[src/rtl/cpu_pkg.sv]
// Shared definitions for the RV32IM front end.
//   INSTR_W       : instruction / PC width
//   RESET_PC      : PC loaded while rst_n is low
//   fetch_entry_t : one prefetch queue entry, {instr, pc}
package cpu_pkg;

  localparam int INSTR_W = 32;
  localparam logic [INSTR_W-1:0] RESET_PC = 32'hBFC0_0000;

  typedef struct packed {
    logic [INSTR_W-1:0] instr;
    logic [INSTR_W-1:0] pc;
  } fetch_entry_t;

endpackage

[src/rtl/fetch_queue.sv]
// DEPTH-entry circular buffer between the fetch PC and decode.
//   clk, rst_n : clock, asynchronous active-low reset
//   flush      : empty the queue and rewind both pointers (beats push/pop)
//   push       : write wr_data at the tail this cycle
//   pop        : retire the head entry this cycle
//   wr_data    : entry to write
//   head       : current head entry, all zeros while empty
//   count      : number of valid entries, 0..DEPTH
module fetch_queue
  import cpu_pkg::*;
#(
  parameter int  DEPTH   = 2,
  parameter type entry_t = fetch_entry_t,
  localparam int PTR_W   = $clog2(DEPTH),
  localparam int CNT_W   = $clog2(DEPTH + 1)
) (
  input  logic             clk,
  input  logic             rst_n,
  input  logic             flush,
  input  logic             push,
  input  logic             pop,
  input  entry_t           wr_data,
  output entry_t           head,
  output logic [CNT_W-1:0] count
);

  entry_t             mem [DEPTH];
  logic [PTR_W-1:0]   wr_ptr;
  logic [PTR_W-1:0]   rd_ptr;

  // NOTE: storage is reset here so head never exposes X after reset; for a
  // larger queue this would be dropped and the empty mask below relied on.
  always_ff @(posedge clk or negedge rst_n) begin
    if (!rst_n) begin
      for (int i = 0; i < DEPTH; i++) mem[i] <= '0;
    end else if (push && !flush) begin
      mem[wr_ptr] <= wr_data;
    end
  end

  // NOTE: sequential state uses non-blocking assignments so every flop
  // samples pre-edge values regardless of statement order.
  always_ff @(posedge clk or negedge rst_n) begin
    if (!rst_n) begin
      wr_ptr <= '0;
      rd_ptr <= '0;
      count  <= '0;
    end else if (flush) begin
      wr_ptr <= '0;
      rd_ptr <= '0;
      count  <= '0;
    end else begin
      // DEPTH is a power of two, so the pointers wrap by plain overflow.
      if (push) wr_ptr <= wr_ptr + 1'b1;
      if (pop)  rd_ptr <= rd_ptr + 1'b1;
      count <= count + CNT_W'(push) - CNT_W'(pop);
    end
  end

  // A popped slot keeps its old contents, so mask the head while empty.
  assign head = (count != '0) ? mem[rd_ptr] : '0;

endmodule

[src/rtl/instr_fetch_unit.sv]
// Fetch stage: owns the PC, addresses the combinational instruction ROM and
// queues {instr, pc} pairs for decode.
//   clk, rst_n        : clock, asynchronous active-low reset
//   imem_addr         : ROM byte address, pc truncated to ROM_WIDTH bits
//   imem_rd           : ROM word for imem_addr, same cycle
//   redirect_valid/pc : branch/jump target; flushes the queue, reloads PC
//   out_valid/ready   : decode handshake on the queue head
//   out_instr         : head instruction word
//   out_pc            : PC of the head instruction
//   out_pc_plus4      : out_pc + 4 (0 while the queue is empty)
module instr_fetch_unit #(
  parameter int                     ROM_WIDTH  = 12,
  parameter int                     DATA_WIDTH = 32,
  parameter logic [DATA_WIDTH-1:0]  RESET_PC   = cpu_pkg::RESET_PC,
  parameter int                     DEPTH      = 2
) (
  input  logic                  clk,
  input  logic                  rst_n,
  output logic [ROM_WIDTH-1:0]  imem_addr,
  input  logic [DATA_WIDTH-1:0] imem_rd,
  input  logic                  redirect_valid,
  input  logic [DATA_WIDTH-1:0] redirect_pc,
  output logic                  out_valid,
  input  logic                  out_ready,
  output logic [DATA_WIDTH-1:0] out_instr,
  output logic [DATA_WIDTH-1:0] out_pc,
  output logic [DATA_WIDTH-1:0] out_pc_plus4
);

  import cpu_pkg::*;

  localparam int CNT_W = $clog2(DEPTH + 1);

  logic [DATA_WIDTH-1:0] pc;
  logic [CNT_W-1:0]      q_count;
  logic                  push;
  logic                  pop;
  fetch_entry_t          wr_entry;
  fetch_entry_t          head;
  logic                  unused_rpc_bits;

  // A pop frees its slot in the same cycle, so a full queue that is being
  // drained still accepts the next fetch. Redirect suppresses the fetch.
  assign pop  = out_valid && out_ready;
  assign push = !redirect_valid && ((q_count < CNT_W'(DEPTH)) || pop);

  // Targets are word aligned; the low two bits are dropped, not trapped.
  assign unused_rpc_bits = ^redirect_pc[1:0];

  always_ff @(posedge clk or negedge rst_n) begin
    if (!rst_n) begin
      pc <= RESET_PC;
    end else if (redirect_valid) begin
      pc <= {redirect_pc[DATA_WIDTH-1:2], 2'b00};
    end else if (push) begin
      pc <= pc + DATA_WIDTH'(4);
    end
  end

  assign imem_addr = pc[ROM_WIDTH-1:0];
  assign wr_entry  = '{instr: imem_rd, pc: pc};

  fetch_queue #(
    .DEPTH   (DEPTH),
    .entry_t (fetch_entry_t)
  ) u_queue (
    .clk     (clk),
    .rst_n   (rst_n),
    .flush   (redirect_valid),
    .push    (push),
    .pop     (pop),
    .wr_data (wr_entry),
    .head    (head),
    .count   (q_count)
  );

  assign out_valid    = (q_count != '0);
  assign out_instr    = head.instr;
  assign out_pc       = head.pc;
  assign out_pc_plus4 = out_valid ? head.pc + DATA_WIDTH'(4) : '0;

endmodule

[config.mk]
export PLATFORM = sky130hd
export DESIGN_NAME = instr_fetch_unit
export DESIGN_NICKNAME = d
export VERILOG_FILES = /design/src/rtl/cpu_pkg.sv /design/src/rtl/fetch_queue.sv /design/src/rtl/instr_fetch_unit.sv
export SDC_FILE = /design/constraint.sdc
export NUM_CORES = 1
export LEC_CHECK = 0
export CELL_PAD_IN_SITES_DETAIL_PLACEMENT = 1
export CELL_PAD_IN_SITES_GLOBAL_PLACEMENT = 2
export CORE_MARGIN = 5
export CORE_UTILIZATION = 34
export CTS_BUF_LIST = sky130_fd_sc_hd__clkbuf_8
export CTS_CLUSTER_SIZE = 12
export DETAILED_ROUTE_END_ITERATION = 8
export PLACE_DENSITY_LB_ADDON = 0.1
export SLEW_MARGIN = 5
export SYNTH_ARGS = -nofsm -noshare
export SYNTH_HDL_FRONTEND = slang
export SYNTH_SLANG_ARGS = --single-unit
[constraint.sdc]
create_clock -name clk -period 3.55 [get_ports clk]
set_input_delay 0.5325 -clock clk [delete_from_list [all_inputs] [get_ports clk]]
set_output_delay 0.5325 -clock clk [all_outputs]
set_load 0.1 [all_outputs]
==> results of run 1 <==
-- layer usage --
metal | track usage, % | part of all wire, % | vias to the layer above | wire length (um)
met1 | 21.5 | 42 | 3144 | 10200
li1 | - | - | 2893 | -
met4 | 3.88 | 0.99 | 2 | 238
met3 | 3.80 | 4.9 | 18 | 1170
met5 | 0 | 0.054 | - | 13
met2 | 29.8 | 52 | 133 | 12500
-- what timing repair did --
action,CTS,global route
gates cloned,0,0
setup buffers,2,16
endpoints found under the setup margin,18,20
gates resized for setup,11,17
pin swaps,3,8
endpoints found under the hold margin,0,0
-- state kept, by name, summed over array words and instances, names as in the netlist --
name	flops
u_queue.count	2
u_queue.wr_ptr	1
u_queue.rd_ptr	1
u_queue.mem	124
pc	30
-- metrics by stage --
stage | util (%) | instances | hold WS (ps)
6_report | 47.2 | 1249 | 113
2_1_floorplan | - | 750 | 237
4_1_cts | 46.3 | 1233 | 144
3_5_place_dp | 44.4 | 1199 | 495
3_3_place_gp | 44.4 | 1199 | 488
5_1_grt | 47.2 | 1249 | 172
-- cells by family (layout without fill, tap and decap cells) --
family	count (synthesis)	count (layout)	synth area share (%)
simple gates	224	224	14.3
flops	158	158	46.7
compound gates	39	39	3.39
xor+xnor	61	61	6.29
fa+ha+maj	4	4	0.589
buf+inv	70	245	4.74
other cells	1	6	0.0441
mux	188	188	24.0
-- critical path, cell delays in order (launching register included) --
cell and delay [ps]:
dfrtp_4 570, buf_6 170, buf_6 110, nand3b_4 160
a2111oi_4 330, buf_4 210, nand3_4 160, buf_4 210
nor3_4 230, xnor2_2 160, buf_12 200
-- synth_stat cells, types with 3 or more instances --
| cell type | instances | area, um^2 |
|---|---|---|
| nor4_1 | 7 | 43.8 |
| buf_2 | 21 | 105 |
| buf_4 | 18 | 135 |
| inv_1 | 10 | 37.5 |
| nand2_1 | 50 | 188 |
| mux2_2 | 125 | 1410 |
| nor4_2 | 3 | 37.5 |
| and3_1 | 9 | 56.3 |
| nor2_1 | 71 | 267 |
| buf_6 | 4 | 45.0 |
| nor2_2 | 3 | 18.8 |
| xor2_1 | 30 | 263 |
| nand3b_1 | 6 | 45.0 |
| o21ai_0 | 29 | 145 |
| nand4_1 | 10 | 62.6 |
| ha_1 | 4 | 50.1 |
| nand3_1 | 22 | 110 |
| nor3_1 | 13 | 65.1 |
| clkbuf_1 | 14 | 52.6 |
| mux2i_1 | 63 | 631 |
| and2_1 | 4 | 25.0 |
| a211oi_2 | 4 | 50.1 |
| and4_1 | 6 | 52.6 |
| nor3_2 | 3 | 30.0 |
| dfstp_2 | 9 | 236 |
| dfrtp_1 | 149 | 3730 |
| xnor2_1 | 31 | 272 |
-- worst max-delay path by stage --
stage	start	to	slack, ps	cells after the start
6_report	u_queue.rd_ptr	out_pc_plus4[24]	50	10
5_1_grt	u_queue.rd_ptr	out_pc_plus4[24]	-110	10
4_1_cts	u_queue.rd_ptr	out_pc_plus4[11]	-60	8
3_5_place_dp	u_queue.rd_ptr	out_pc_plus4[19]	340	6
3_3_place_gp	u_queue.rd_ptr	out_pc_plus4[26]	350	9
2_1_floorplan	u_queue.rd_ptr	out_pc_plus4[26]	-1170	12
-- cell type report --
class	instances	area [um^2]
sequential	158	3970
inverter	10	37.5
multi-input combinational	522	4600
timing repair buffer	203	2140
clock inverter	14	134
clock buffer	18	248
tap	324	405
fill	2541	12900
==> impl_metrics.py, run 1 <==
metrics = {
    "drt": {
        "vias": 6190,
        "initialDrtViolationCount": 226,
        "final_antenna_net_count": 0,
        "vias_per_cell": 4.96,
        "wirelength_mm": 24.1,
        "wl_per_cell_um": 19.3,
        "drc": 0,
        "firstDrtPassIters": 4,
    },
    "cells_and_area": {
        "syn_to_final_growth_pct": 35.7,
        "final_net_count": 984,
        "drive_gt1_share_pct": 40.2,
        "final_cell_mix": "148 x dfrtp_1, 125 x mux2_2, 90 x buf_4",
        "final_common_cell": "dfrtp_1",
        "final_area_um2": 11500,
        "diodes": 0,
    },
    "synthesis": {
        "ys_seq_elements": 158,
        "ys_seq_area_share_pct": 46.7,
        "ys_types": 44,
        "synth_ff_type": "dfrtp_1",
        "synth_area_um2": 8500,
        "synth_cells": 745,
        "async_flop_share_pct": 100,
        "yosysWarnings": 0,
        "avgSynthCellArea_um2": 11.4,
        "synth_edf_count": 0,
    },
    "sta": {
        "tightest_slew_ps": 1110,
        "max_freq_mhz": 286,
        "clock_skew_ps": 22.5,
        "rsz0062_at_grt": "yes",
        "fin_crit_sh_pct": 98.6,
        "setup_slack_ps": 50.7,
        "setup_viol": 0,
        "finalHoldViolCount": 0,
        "slew_viol_final": 0,
        "finalSetupTns_ps": 0,
        "slew_headroom_pct": 25.8,
        "min_period_ps": 3500,
    },
    "clocking": {
        "htreeDepth": 4,
        "cts_hold_buffers": 0,
        "clk_latency_ps": 460,
        "path_clk_slew_ps": 90,
        "cts_root_buf": "clkbuf_8",
        "clock_sinks": 158,
        "cts_tree": "done",
        "cts_buffers": 17,
        "clock_path_buffers": 2,
    },
    "global_routing": {
        "grt_max_degree": 87,
        "grt_first_pass_wirelength_mm": 38.8,
        "grt_usage_pct": 17.0,
        "antenna_found_initial": 1,
        "overflow": 0,
        "grt_pass1_vias": 6897,
    },
    "worst_setup_path": {
        "r2r-end": "u_queue.count[1]",
        "reg2regPathDepth": 11,
        "worst_ep_arrival_time_ps": 2970,
        "critPathMaxFanout": 8,
        "cp-start-kind": "flop",
        "criticalPathCategory": "reg -> out",
        "reg2reg_from": "u_queue.count[1]",
        "cp-end-kind": "output pin",
        "cp.required_ps": 3020,
        "regToRegSetupSlack_ps": 1000,
    },
    "place": {
        "place_hpwl_mm": 17.6,
        "routabilityCongestion": 0.778,
        "io_buffer_count": 168,
        "placed_cell_area_um2": 10900,
        "dp_slack_ps": 340,
    },
    "floorplan": {
        "core_area_um2": 24500,
        "io_pins": 177,
        "start_util_pct": 34.7,
        "die_y_um": 168,
        "num_rows": 57,
        "dieArea_um2": 28300,
        "die-width_um": 168,
    },
    "status": {
        "status": "completed",
    },
    "run": {
        "drv_cap": 0,
    },
    "hold_path": {
        "hold_path.class": "in -> async",
    },
}
Power of run 1 is left out: the tool's default activity adds up to more than one toggle a clock period on the data nets, which glitch-free logic cannot reach.
==> run 2, diff against run 1 <==
- SETUP_SLACK_MARGIN: default -> 0.05
- TNS_END_PERCENT: default -> 20
==> impl_metrics.py, run 2 (synthesis gave the netlist of run 1 again) <==
metrics = {
    "global_routing": {
        "grt_first_pass_wirelength_mm": 38.8,
        "grt_pass1_vias": 7085,
        "antenna_found_initial": 0,
        "grt_usage_pct": 17.1,
        "overflow": 0,
        "grt_max_degree": 83,
    },
    "worst_setup_path": {
        "cp.required_ps": 3020,
        "criticalPathCategory": "reg -> out",
        "reg2reg_from": "u_queue.count[1]",
        "reg2regPathDepth": 10,
        "critPathCapture": "out_pc_plus4[30]",
        "cp-startpoint": "u_queue.rd_ptr",
        "cp-end-kind": "output pin",
        "regToRegSetupSlack_ps": 1080,
        "worst_ep_arrival_time_ps": 3010,
        "r2r-end": "u_queue.count[1]",
        "cp-start-kind": "flop",
        "critPathMaxFanout": 8,
    },
    "clocking": {
        "path_clk_slew_ps": 100,
        "clock_sinks": 158,
        "htreeDepth": 4,
        "cts_buffers": 17,
        "cts_root_buf": "clkbuf_8",
        "cts_tree": "done",
        "clock_path_buffers": 2,
        "clk_latency_ps": 460,
    },
    "place": {
        "place_hpwl_mm": 17.5,
        "dp_slack_ps": 269,
        "routabilityCongestion": 0.761,
        "io_buffer_count": 168,
    },
    "drt": {
        "firstDrtPassIters": 4,
        "wl_per_cell_um": 19.4,
        "vias": 6206,
        "drc": 0,
        "final_antenna_net_count": 0,
        "route.met2.wl_mm": 13.0,
        "highest_layer": "met4",
        "initialDrtViolationCount": 184,
        "wl_met3_um": 814,
        "wirelength_mm": 24.1,
        "vias_per_cell": 5.00,
        "met1_length_mm": 10.1,
    },
    "run": {
        "drv_cap": 0,
    },
    "floorplan": {
        "io_pins": 177,
        "core_area_um2": 24500,
        "die_y_um": 168,
        "dieArea_um2": 28300,
        "num_rows": 57,
        "start_util_pct": 34.7,
        "die-width_um": 168,
    },
    "sta": {
        "fin_crit_sh_pct": 99.7,
        "finalHoldViolCount": 0,
        "clock_skew_ps": 20.9,
        "slew_viol_final": 0,
        "hold_slack_ps": 134,
        "min_period_ps": 3540,
        "tightest_slew_ps": 1030,
        "setup_slack_ps": 9.48,
        "rsz0062_at_grt": "yes",
        "setup_viol": 0,
        "max_freq_mhz": 282,
        "slew_headroom_pct": 30.6,
    },
    "cells_and_area": {
        "num-fill-cells": 2601,
        "top_register": "u_queue.mem",
        "largest_register_ffs": 124,
        "final_cell_mix": "148 x dfrtp_1, 125 x mux2_2, 83 x buf_4",
        "drive_gt1_share_pct": 37.6,
        "syn_to_final_growth_pct": 32.5,
        "reg.largest.list": "u_queue.mem (124), pc (30), u_queue.count (2)",
        "diodes": 0,
        "final_common_cell": "dfrtp_1",
        "final_net_count": 976,
    },
    "status": {
        "status": "completed",
    },
    "hold_path": {
        "hold_path.class": "in -> async",
    },
}
## run 2: cell types whose count changed in the layout (fill, tap and decap cells not counted), moves of 4 or more
cell,before,now
xnor2_1,25,30
xnor2_2,5,0
nor2_4,11,3
inv_8,1,5
nor2_1,48,59
xor2_4,6,0
buf_4,90,83
## run 2: worst min path at each step
stage | startpoint | to | cells past startpoint
2_1_floorplan | rst_n | pc[10] | 0
3_3_place_gp | u_queue.mem[112] | u_queue.mem[112] | 1
3_5_place_dp | u_queue.mem[121] | u_queue.mem[121] | 1
4_1_cts | rst_n | u_queue.mem[126] | 1
5_1_grt | rst_n | pc[4] | 1
6_report | rst_n | pc[4] | 1
## run 2: final cells by class
class	instances	area (um^2)	area share, %
tap	324	405	3.60
timing repair buffer	195	2080	18.5
inverter	10	40.0	0.356
clock inverter	15	145	1.29
clock buffer	17	234	2.08
multi-input combinational	522	4380	38.9
sequential	158	3970	35.2
## run 2: through the flow
stage          setup TNS, ps  utilization, %  cell area (um^2)  instances
6_report                   0            46.0             11300       1241
5_1_grt                 -974            46.0             11300       1241
4_1_cts                -73.9            45.6             11100       1238
3_5_place_dp               0            43.4             10600       1199
3_3_place_gp               0            43.4             10600       1199
2_1_floorplan         -21950               -              8610        750
## run 2: layer usage
metal / global-route usage (%) / up-vias
met5: 0 / -
met4: 3.53 / 0
met3: 3.38 / 13
met2: 31.1 / 112
met1: 21.0 / 3211
li1: - / 2870
## run 2: what timing repair did
| action | in CTS | in global routing |
|---|---|---|
| pin swaps | 5 | 10 |
| buffers inserted | 7 | 3 |
| gates resized for setup | 15 | 14 |
| endpoints found under the setup margin | 20 | 18 |
| hold buffers | 0 | 0 |
## run 2: worst max-delay path, stage by stage, from the launching register on
cell and delay, ps:
dfrtp_4 580, mux2i_4 230, nor2_4 130, ha_4 150, inv_4 40, a2111oi_4 270
buf_4 200, nand3_4 200, nor3_1 310, xnor2_1 220, buf_12 220
Power of run 2 is left out for the same reason.
==> run 3, diff against run 2 <==
- CORE_UTILIZATION: 34 -> 33
- CTS_BUF_LIST: sky130_fd_sc_hd__clkbuf_8 -> sky130_fd_sc_hd__clkbuf_4 sky130_fd_sc_hd__clkbuf_8 sky130_fd_sc_hd__clkbuf_16
==> impl_metrics.py, run 3 (synthesis gave the netlist of run 1 again) <==
metrics = {
    "sta": {
        "slew_headroom_pct": 33.9,
        "min_period_ps": 3460,
        "slew_viol_final": 0,
        "max_freq_mhz": 289,
        "setup_viol": 0,
        "clock_skew_ps": 9.47,
        "tightest_slew_ps": 988,
        "fin_crit_sh_pct": 97.4,
        "rsz0062_at_grt": "yes",
        "finalSetupTns_ps": 0,
        "finalHoldViolCount": 0,
    },
    "drt": {
        "vias_per_cell": 4.99,
        "firstDrtPassIters": 4,
        "vias": 6269,
        "final_antenna_net_count": 0,
        "drc": 0,
        "wl_per_cell_um": 19.7,
        "wirelength_mm": 24.8,
        "initialDrtViolationCount": 226,
    },
    "floorplan": {
        "die-width_um": 170,
        "dieArea_um2": 29100,
        "start_util_pct": 33.7,
        "io_pins": 177,
        "die_y_um": 170,
        "num_rows": 58,
        "core_area_um2": 25300,
    },
    "worst_setup_path": {
        "cp-start-kind": "flop",
        "cp.required_ps": 3020,
        "criticalPathCategory": "reg -> out",
        "critPathMaxFanout": 6,
        "cp-end-kind": "output pin",
        "worst_ep_arrival_time_ps": 2920,
    },
    "cells_and_area": {
        "diodes": 0,
        "final_cell_mix": "148 x dfrtp_1, 125 x mux2_2, 93 x buf_4",
        "reg.largest.list": "u_queue.mem (124), pc (30), u_queue.count (2)",
        "top_register": "u_queue.mem",
        "final_common_cell": "dfrtp_1",
        "final_net_count": 986,
        "num-fill-cells": 2684,
        "regArea_um2": 3970,
        "largest_register_ffs": 124,
        "drive_gt1_share_pct": 38.6,
        "multi_input_area_um2": 4390,
        "syn_to_final_growth_pct": 36.3,
        "final_util_pct": 45.9,
    },
    "global_routing": {
        "grt_pass1_vias": 7084,
        "grt_first_pass_wirelength_mm": 39.1,
        "overflow": 0,
        "antenna_found_initial": 1,
        "grt_max_degree": 85,
        "grt_usage_pct": 17.0,
    },
    "clocking": {
        "cts_tree": "done",
        "cts_root_buf": "clkbuf_16",
        "path_clk_slew_ps": 70,
        "clock_sinks": 158,
        "htreeDepth": 4,
        "clk_latency_ps": 420,
        "clock_path_buffers": 2,
        "cts_buffers": 17,
    },
    "place": {
        "place_hpwl_mm": 17.9,
        "routabilityCongestion": 0.753,
        "io_buffer_count": 168,
    },
    "status": {
        "status": "completed",
    },
    "hold_path": {
        "hold_path.class": "in -> async",
    },
    "run": {
        "drv_cap": 0,
    },
}
run 3: area by class of cell:
class                   count  area share, %
flip-flops and latches    158           34.3
inverters                  10          0.346
clock inverters            13           1.13
well taps                 330           3.56
multi-input cells         522           37.9
clock buffers              19           3.86
repair buffers            205           18.9
run 3: repair_timing:
item,4_1_cts,5_1_grt
setup endpoints to repair,17,15
pin swaps,2,15
cloned,0,1
hold buffers,0,0
gates resized for setup,6,32
buffers inserted,7,14
run 3: critical path: stages (launching register included):
cell and delay [ps]:
dfrtp_4 490, buf_6 140, mux2i_4 190, nor2_4 120
ha_4 150, inv_4 40, a2111oi_4 180, buf_4 200
nand3_4 150, buf_4 200, nor3_2 150, xor2_1 240
clkbuf_16 240
run 3: metrics by stage:
step | cell area, um^2 | setup WS (ps) | hold WS [ps] | cells
final | 11600 | 93.5 | 153 | 1257
after global routing | 11600 | -42.4 | 219 | 1257
after CTS | 11300 | 60.9 | 195 | 1242
after detailed placement | 10600 | 333 | 496 | 1203
after global placement | 10600 | 346 | 488 | 1203
after floorplan | 8610 | -1170 | 237 | 750
run 3: final timing paths:
| check | startpoint | endpoint | slack, ps | depth (start not counted) |
|---|---|---|---|---|
| max | u_queue.rd_ptr | out_pc_plus4[22] | 90 | 12 |
| min | rst_n | u_queue.mem[62] | 150 | 1 |
| min in group clk | u_queue.mem[94] | u_queue.mem[94] | 510 | 1 |
| min reg2reg | u_queue.mem[94] | u_queue.mem[94] | 510 | 1 |
| max reg2reg | u_queue.count[1] | u_queue.count[1] | 820 | 10 |
| max in group asynchronous | rst_n | pc[24] | 2400 | 2 |
run 3: metal layers:
metal	GRT usage (%)	part of all wire, %	vias up
li1	-	-	2909
met1	21.4	43	3219
met2	29.8	51	120
met3	3.79	4.3	19
met4	4.10	1.0	2
met5	0	0.052	-
Power of run 3 is left out for the same reason.
